$ cat config.mk
export PLATFORM = sky130hd
export DESIGN_NAME = spi_slv16
export DESIGN_NICKNAME = d
export VERILOG_FILES = /design/src/rtl/spi_pkg.sv /design/src/rtl/spi_slv16_sync_edge.sv /design/src/rtl/spi_slv16.sv
export SDC_FILE = /design/constraint.sdc
export NUM_CORES = 1
export LEC_CHECK = 0
export CELL_PAD_IN_SITES_DETAIL_PLACEMENT = 2
export CELL_PAD_IN_SITES_GLOBAL_PLACEMENT = 2
export CORE_ASPECT_RATIO = 1.4
export CORE_MARGIN = 1
export CORE_UTILIZATION = 37
export CTS_CLUSTER_DIAMETER = 120
export DETAILED_ROUTE_END_ITERATION = 6
export MAX_ROUTING_LAYER = met4
export PLACE_DENSITY = 0.78
export SYNTH_ARGS = -nofsm -noshare
export SYNTH_HDL_FRONTEND = slang
export SYNTH_SLANG_ARGS = --single-unit
$ cat constraint.sdc
create_clock -name clk -period 3.23 [get_ports clk]
set_input_delay 0.646 -clock clk [delete_from_list [all_inputs] [get_ports clk]]
set_output_delay 0.646 -clock clk [all_outputs]
set_load 0.01 [all_outputs]
$ cat src/rtl/spi_pkg.sv
// Shared types and constants for the 16-bit SPI slave.
// Provides the FSM state enum and frame/bit-count sizing.
package spi_pkg;

  localparam int SPI_W = 16;
  localparam int BIT_CNT_W = 5;
  localparam logic [BIT_CNT_W-1:0] BIT_CNT_MAX = 5'd17;

  typedef enum logic {
    IDLE,
    ACTIVE
  } spi_slv_state_t;

endpackage

$ cat src/rtl/spi_slv16_sync_edge.sv
// 3-flop synchronizer with edge detect for an async input.
// Ports: clk, rst, d_i (async in), lvl_o (synced), rise_o, fall_o.
module sync_edge #(
  parameter logic RST_VAL = 1'b1
) (
  input  logic clk,
  input  logic rst,
  input  logic d_i,
  output logic lvl_o,
  output logic rise_o,
  output logic fall_o
);

  logic s1_q, s2_q, s3_q;

  always_ff @(posedge clk or posedge rst) begin
    if (rst) begin
      s1_q <= RST_VAL;
      s2_q <= RST_VAL;
      s3_q <= RST_VAL;
    end else begin
      s1_q <= d_i;
      s2_q <= s1_q;
      s3_q <= s2_q;
    end
  end

  assign lvl_o  = s2_q;
  assign rise_o = s2_q & ~s3_q;
  assign fall_o = ~s2_q & s3_q;

endmodule

$ cat src/rtl/spi_slv16.sv
// 16-bit SPI slave: returns a preloaded word on MISO, captures the command.
// Ports: clk, rst, SS_n, SCLK, MOSI, MISO, wrt, tx_data, cmd_rcvd, rdy, err.
module spi_slv16 #(
  parameter int SPI_W = 16
) (
  input  logic             clk,
  input  logic             rst,
  input  logic             SS_n,
  input  logic             SCLK,
  input  logic             MOSI,
  output logic             MISO,
  input  logic             wrt,
  input  logic [SPI_W-1:0] tx_data,
  output logic [SPI_W-1:0] cmd_rcvd,
  output logic             rdy,
  output logic             err
);

  import spi_pkg::*;

  logic ss_lvl, ss_rise, ss_fall;
  logic sclk_lvl, sclk_rise, sclk_fall;
  logic mosi1_q, mosi2_q;
  logic unused_lvl;

  spi_slv_state_t       state_q;
  logic [SPI_W-1:0]     tx_buf_q;
  logic [SPI_W-1:0]     shft_q;
  logic [BIT_CNT_W-1:0] bit_cnt_q, bit_cnt_d;
  logic                 mosi_smpl_q, mosi_smpl_d;
  logic                 shift_ok;

  sync_edge #(.RST_VAL(1'b1)) u_ss (
    .clk    (clk),
    .rst    (rst),
    .d_i    (SS_n),
    .lvl_o  (ss_lvl),
    .rise_o (ss_rise),
    .fall_o (ss_fall)
  );

  sync_edge #(.RST_VAL(1'b1)) u_sclk (
    .clk    (clk),
    .rst    (rst),
    .d_i    (SCLK),
    .lvl_o  (sclk_lvl),
    .rise_o (sclk_rise),
    .fall_o (sclk_fall)
  );

  assign unused_lvl = ss_lvl ^ sclk_lvl;

  // Two flops only, so mosi2_q lines up with sclk_rise.
  always_ff @(posedge clk or posedge rst) begin
    if (rst) begin
      mosi1_q <= 1'b1;
      mosi2_q <= 1'b1;
    end else begin
      mosi1_q <= MOSI;
      mosi2_q <= mosi1_q;
    end
  end

  always_ff @(posedge clk or posedge rst) begin
    if (rst) tx_buf_q <= '0;
    else if (wrt) tx_buf_q <= tx_data;
  end

  // Sample folded in first so a coincident ss_rise sees the new count.
  always_comb begin
    bit_cnt_d   = bit_cnt_q;
    mosi_smpl_d = mosi_smpl_q;
    if (sclk_rise) begin
      mosi_smpl_d = mosi2_q;
      if (bit_cnt_q != BIT_CNT_MAX) bit_cnt_d = bit_cnt_q + 1'b1;
    end
  end

  assign shift_ok = (bit_cnt_q != '0) && (bit_cnt_q < 5'd16);

  always_ff @(posedge clk or posedge rst) begin
    if (rst) begin
      state_q     <= IDLE;
      shft_q      <= '0;
      bit_cnt_q   <= '0;
      mosi_smpl_q <= 1'b0;
      cmd_rcvd    <= '0;
      rdy         <= 1'b0;
      err         <= 1'b0;
      MISO        <= 1'b0;
    end else begin
      rdy  <= 1'b0;
      err  <= 1'b0;
      MISO <= shft_q[SPI_W-1];
      unique case (state_q)
        IDLE: begin
          if (ss_fall) begin
            shft_q    <= wrt ? tx_data : tx_buf_q;
            bit_cnt_q <= '0;
            state_q   <= ACTIVE;
          end
        end
        ACTIVE: begin
          bit_cnt_q   <= bit_cnt_d;
          mosi_smpl_q <= mosi_smpl_d;
          if (ss_rise) begin
            // No final SCLK fall: last bit comes from the sample.
            if (bit_cnt_d == 5'd16) begin
              cmd_rcvd <= {shft_q[SPI_W-2:0], mosi_smpl_d};
              rdy      <= 1'b1;
            end else begin
              err <= 1'b1;
            end
            state_q <= IDLE;
          end else if (sclk_fall && shift_ok) begin
            shft_q <= {shft_q[SPI_W-2:0], mosi_smpl_q};
          end
        end
        default: state_q <= IDLE;
      endcase
    end
  end

endmodule
==> summary.txt <==
STA
  – Setup TNS: 0 ns
  – Final setup fails: 0
  – Least-Margin Pin Slew: 0.690 ns
  – F_max: 378 MHz
  – Final Cycle Share: 81.9%
  – Clk_skew: 0.00955 ns
  – Min Hold Slack: 0.360 ns
  – Max-slew violations: 0
  – Final Critical Period: 2.65 ns
  – Final hold vios: 0
  – RSZ-0062 raised after global routing: false
  – Worst slew margin: 53.9%

Route
  – Final wirelength: 6240 um
  – Detailed Routing Iterations Pass 1: 4
  – WL per Instance: 17.6 um
  – Vias: 1798
  – Vias per cell: 5.08
  – DRC Markers: 0
  – Initial drt markers: 48
  – DRT antenna net count: 0

Power and ir drop
  – Clock network power share: 30.7%
  – Pleak: 1.55 nW
  – NetSw: 0.625 mW
  – Cell internal pwr: 1.50 mW
  – Worst VDD drop: 0.299 mV
  – Comb pwr share: 18.1%
  – Pwr/cell area: 615 nW/um^2
  – Net Sw Frac: 29.4%
  – Sequential Power Share: 51.2%

CTS
  – TritonCTS Sinks: 66
  – CTS clk-pin slew, worst paths: 0.06 ns
  – Post_cts resized: 0
  – Max Root-Sink Buffers: 2
  – Hold Buf Count CTS: 0
  – Clock Latency Late Sink: 0.34 ns
  – TritonCTS clock tree: yes
  – CTS Root Cell: clkbuf_8
  – Inserted Clock Buffers: 9
  – H-tree depth: 3
  – Post-CTS Setup Bufs: 0

Synth
  – Most common cell in the netlist: dfrtp_1
  – Synth Cell Area: 2760 um^2
  – Warning count from the yosys run: 0
  – Top cells by count, synth: 58 x dfrtp_1, 23 x nand2_1, 21 x o21ai_1
  – Primary FF master, synth: dfrtp_1
  – Yosys cell types: 34
  – EDFF count, synth: 0
  – Synth top area cells: dfrtp_1 53%, dfstp_2 7.6%, mux2i_1 6.2%
  – Mapped Cells: 208
  – Yosys top cell by area: dfrtp_1
  – Fraction of registers with async set or reset after synthesis: 100%
  – Yosys reg bits: 66
  – Mapped Avg Cell Area: 13.2 um^2
  – Area share of the largest cell type after synthesis: 52.7%
  – Syn_nets: 233
  – Sequential share of the synthesized area: 60.3%

Setup path
  – Worst Path Required: 3.45 ns
  – Crit-path cells: inv_1 -> ha_1 -> nor4bb_1 -> o211ai_1 -> a22oi_4 -> nand4_4 -> mux2_1
  – CP max-delay cell: nor4bb_1
  – Crit-path max cell delay: 0.49 ns
  – Worst Setup Path Type: flop to flop
  – CP Capture Type: flop
  – Worst Setup Start Kind: flop
  – Critical path peak fanout: 17
  – Critical path arrival: 2.86 ns

Min path
  – Tightest Hold Check Type: flop to flop

Global routing
  – Global-route wire length before repair: 10400 um
  – Number of global-route vias before repair: 2040
  – Total gr overflow: 0
  – Total track usage: 18.8%
  – Initial antenna violation count: 0
  – Largest net degree at the start of global routing: 38

Die
  – Die height: 104 um
  – Core Footprint: 7070 um^2
  – Row count: 36
  – Die Footprint: 7800 um^2
  – Starting Density: 39.0%
  – I/O Pins: 41
  – Die W: 74.9 um

Placed design
  – Routability Congestion: 0.761
  – Post-DP HPWL: 4140 um
  – # port buffers: 40

Flow run
  – MaxCap Viol Count: 0

Layout
  – Final nets: 279
  – Fillers: 693
  – Share of cells above drive strength 1: 20.8%
  – Synthesis-to-layout area growth: 25.5%
  – Ant diodes: 0

Outcome
  – Status: finished clean
-- power by group through the flow --
stage | Sequential (mW) | Clock [mW] | Combinational, mW
after global routing | 1.11 | 0.705 | 0.437
after global placement | 1.09 | 0 | 0.363
after floorplan | 1.06 | 0 | 0.268
after detailed placement | 1.11 | 0 | 0.392
after CTS | 1.09 | 0.673 | 0.397
final | 1.09 | 0.652 | 0.385
-- area by class of cell --
| type | instances | area [um^2] | area share (%) |
|---|---|---|---|
| clock buffer | 12 | 135 | 3.91 |
| clock inverter | 4 | 45.0 | 1.30 |
| inverter | 6 | 22.5 | 0.651 |
| multi-input combinational | 128 | 1040 | 30.1 |
| sequential | 66 | 1660 | 48.0 |
| tap | 95 | 119 | 3.44 |
| timing repair buffer | 43 | 435 | 12.6 |
-- worst max-delay path: cells and delay by family (launching register included) --
family                   cells  cell delay [ns]
buffers and inverters        1             0.12
adder cells (fa/ha/maj)      1             0.17
AO/OA/AOI/OAI                2             0.45
multiplexers                 1             0.47
AND/OR/NAND/NOR              2             0.88
flip-flops                   1             0.42
-- per-layer routing --
metal,vias up,global-route usage (%),part of all wire (%)
met5,-,-,0
met4,0,7.68,1.9
met3,14,4.36,2.5
met2,31,30.0,53
met1,941,22.6,42
li1,812,-,-
-- cells in the final DEF, fill, tap and decap left out, types with 4 or more instances in the layout --
master | Yosys | final
clkbuf_8 | 0 | 9
clkdlybuf4s50_1 | 0 | 40
dfrtp_1 | 58 | 58
dfstp_2 | 8 | 8
mux2_1 | 10 | 10
mux2_2 | 14 | 14
mux2_4 | 9 | 9
mux2i_1 | 17 | 17
nand2_1 | 23 | 23
nand3_1 | 4 | 4
nor2_1 | 4 | 4
o21ai_1 | 21 | 21
-- cell families after synthesis --
family,synth area share [%]
DFF,60.3
muxes,20.9
and+or+nand+nor,8.13
AOI/OAI and AO/OA,6.49
buffers and inverters,2.18
adders and majority gates,1.36
xor gates and xnor gates,0.636
-- metrics by stage --
step | cells | area, um^2 | power (mW) | util (%) | worst slack [ns]
after floorplan | 208 | 2760 | 1.33 | - | 0.942
after global placement | 338 | 3280 | 1.46 | 46.4 | 0.710
after detailed placement | 338 | 3280 | 1.50 | 46.4 | 0.552
after CTS | 354 | 3460 | 2.16 | 48.9 | 0.549
after global routing | 354 | 3460 | 2.25 | 48.9 | 0.390
final | 354 | 3460 | 2.13 | 48.9 | 0.584
-- registers in the layout, summed over array words and instances, names as in the netlist, 5 cells and up --
register   count
cmd_rcvd      16
bit_cnt_q      5
shft_q        16
tx_buf_q      16
-- final timing paths --
| kind | slack [ns] | end | from | cells past startpoint |
|---|---|---|---|---|
| worst min register to register | 0.36 | u_sclk.lvl_o | u_sclk.s1_q | 0 |
| worst min-delay path | 0.36 | u_sclk.lvl_o | u_sclk.s1_q | 0 |
| max in group asynchronous | 1.79 | u_ss.s1_q | rst | 3 |
| worst max register to register | 0.58 | cmd_rcvd[0] | bit_cnt_q[1] | 7 |
| min in group asynchronous | 0.74 | bit_cnt_q[3] | rst | 2 |
| worst max-delay path | 0.58 | cmd_rcvd[0] | bit_cnt_q[1] | 7 |
Power figures use the tool's default switching activity.
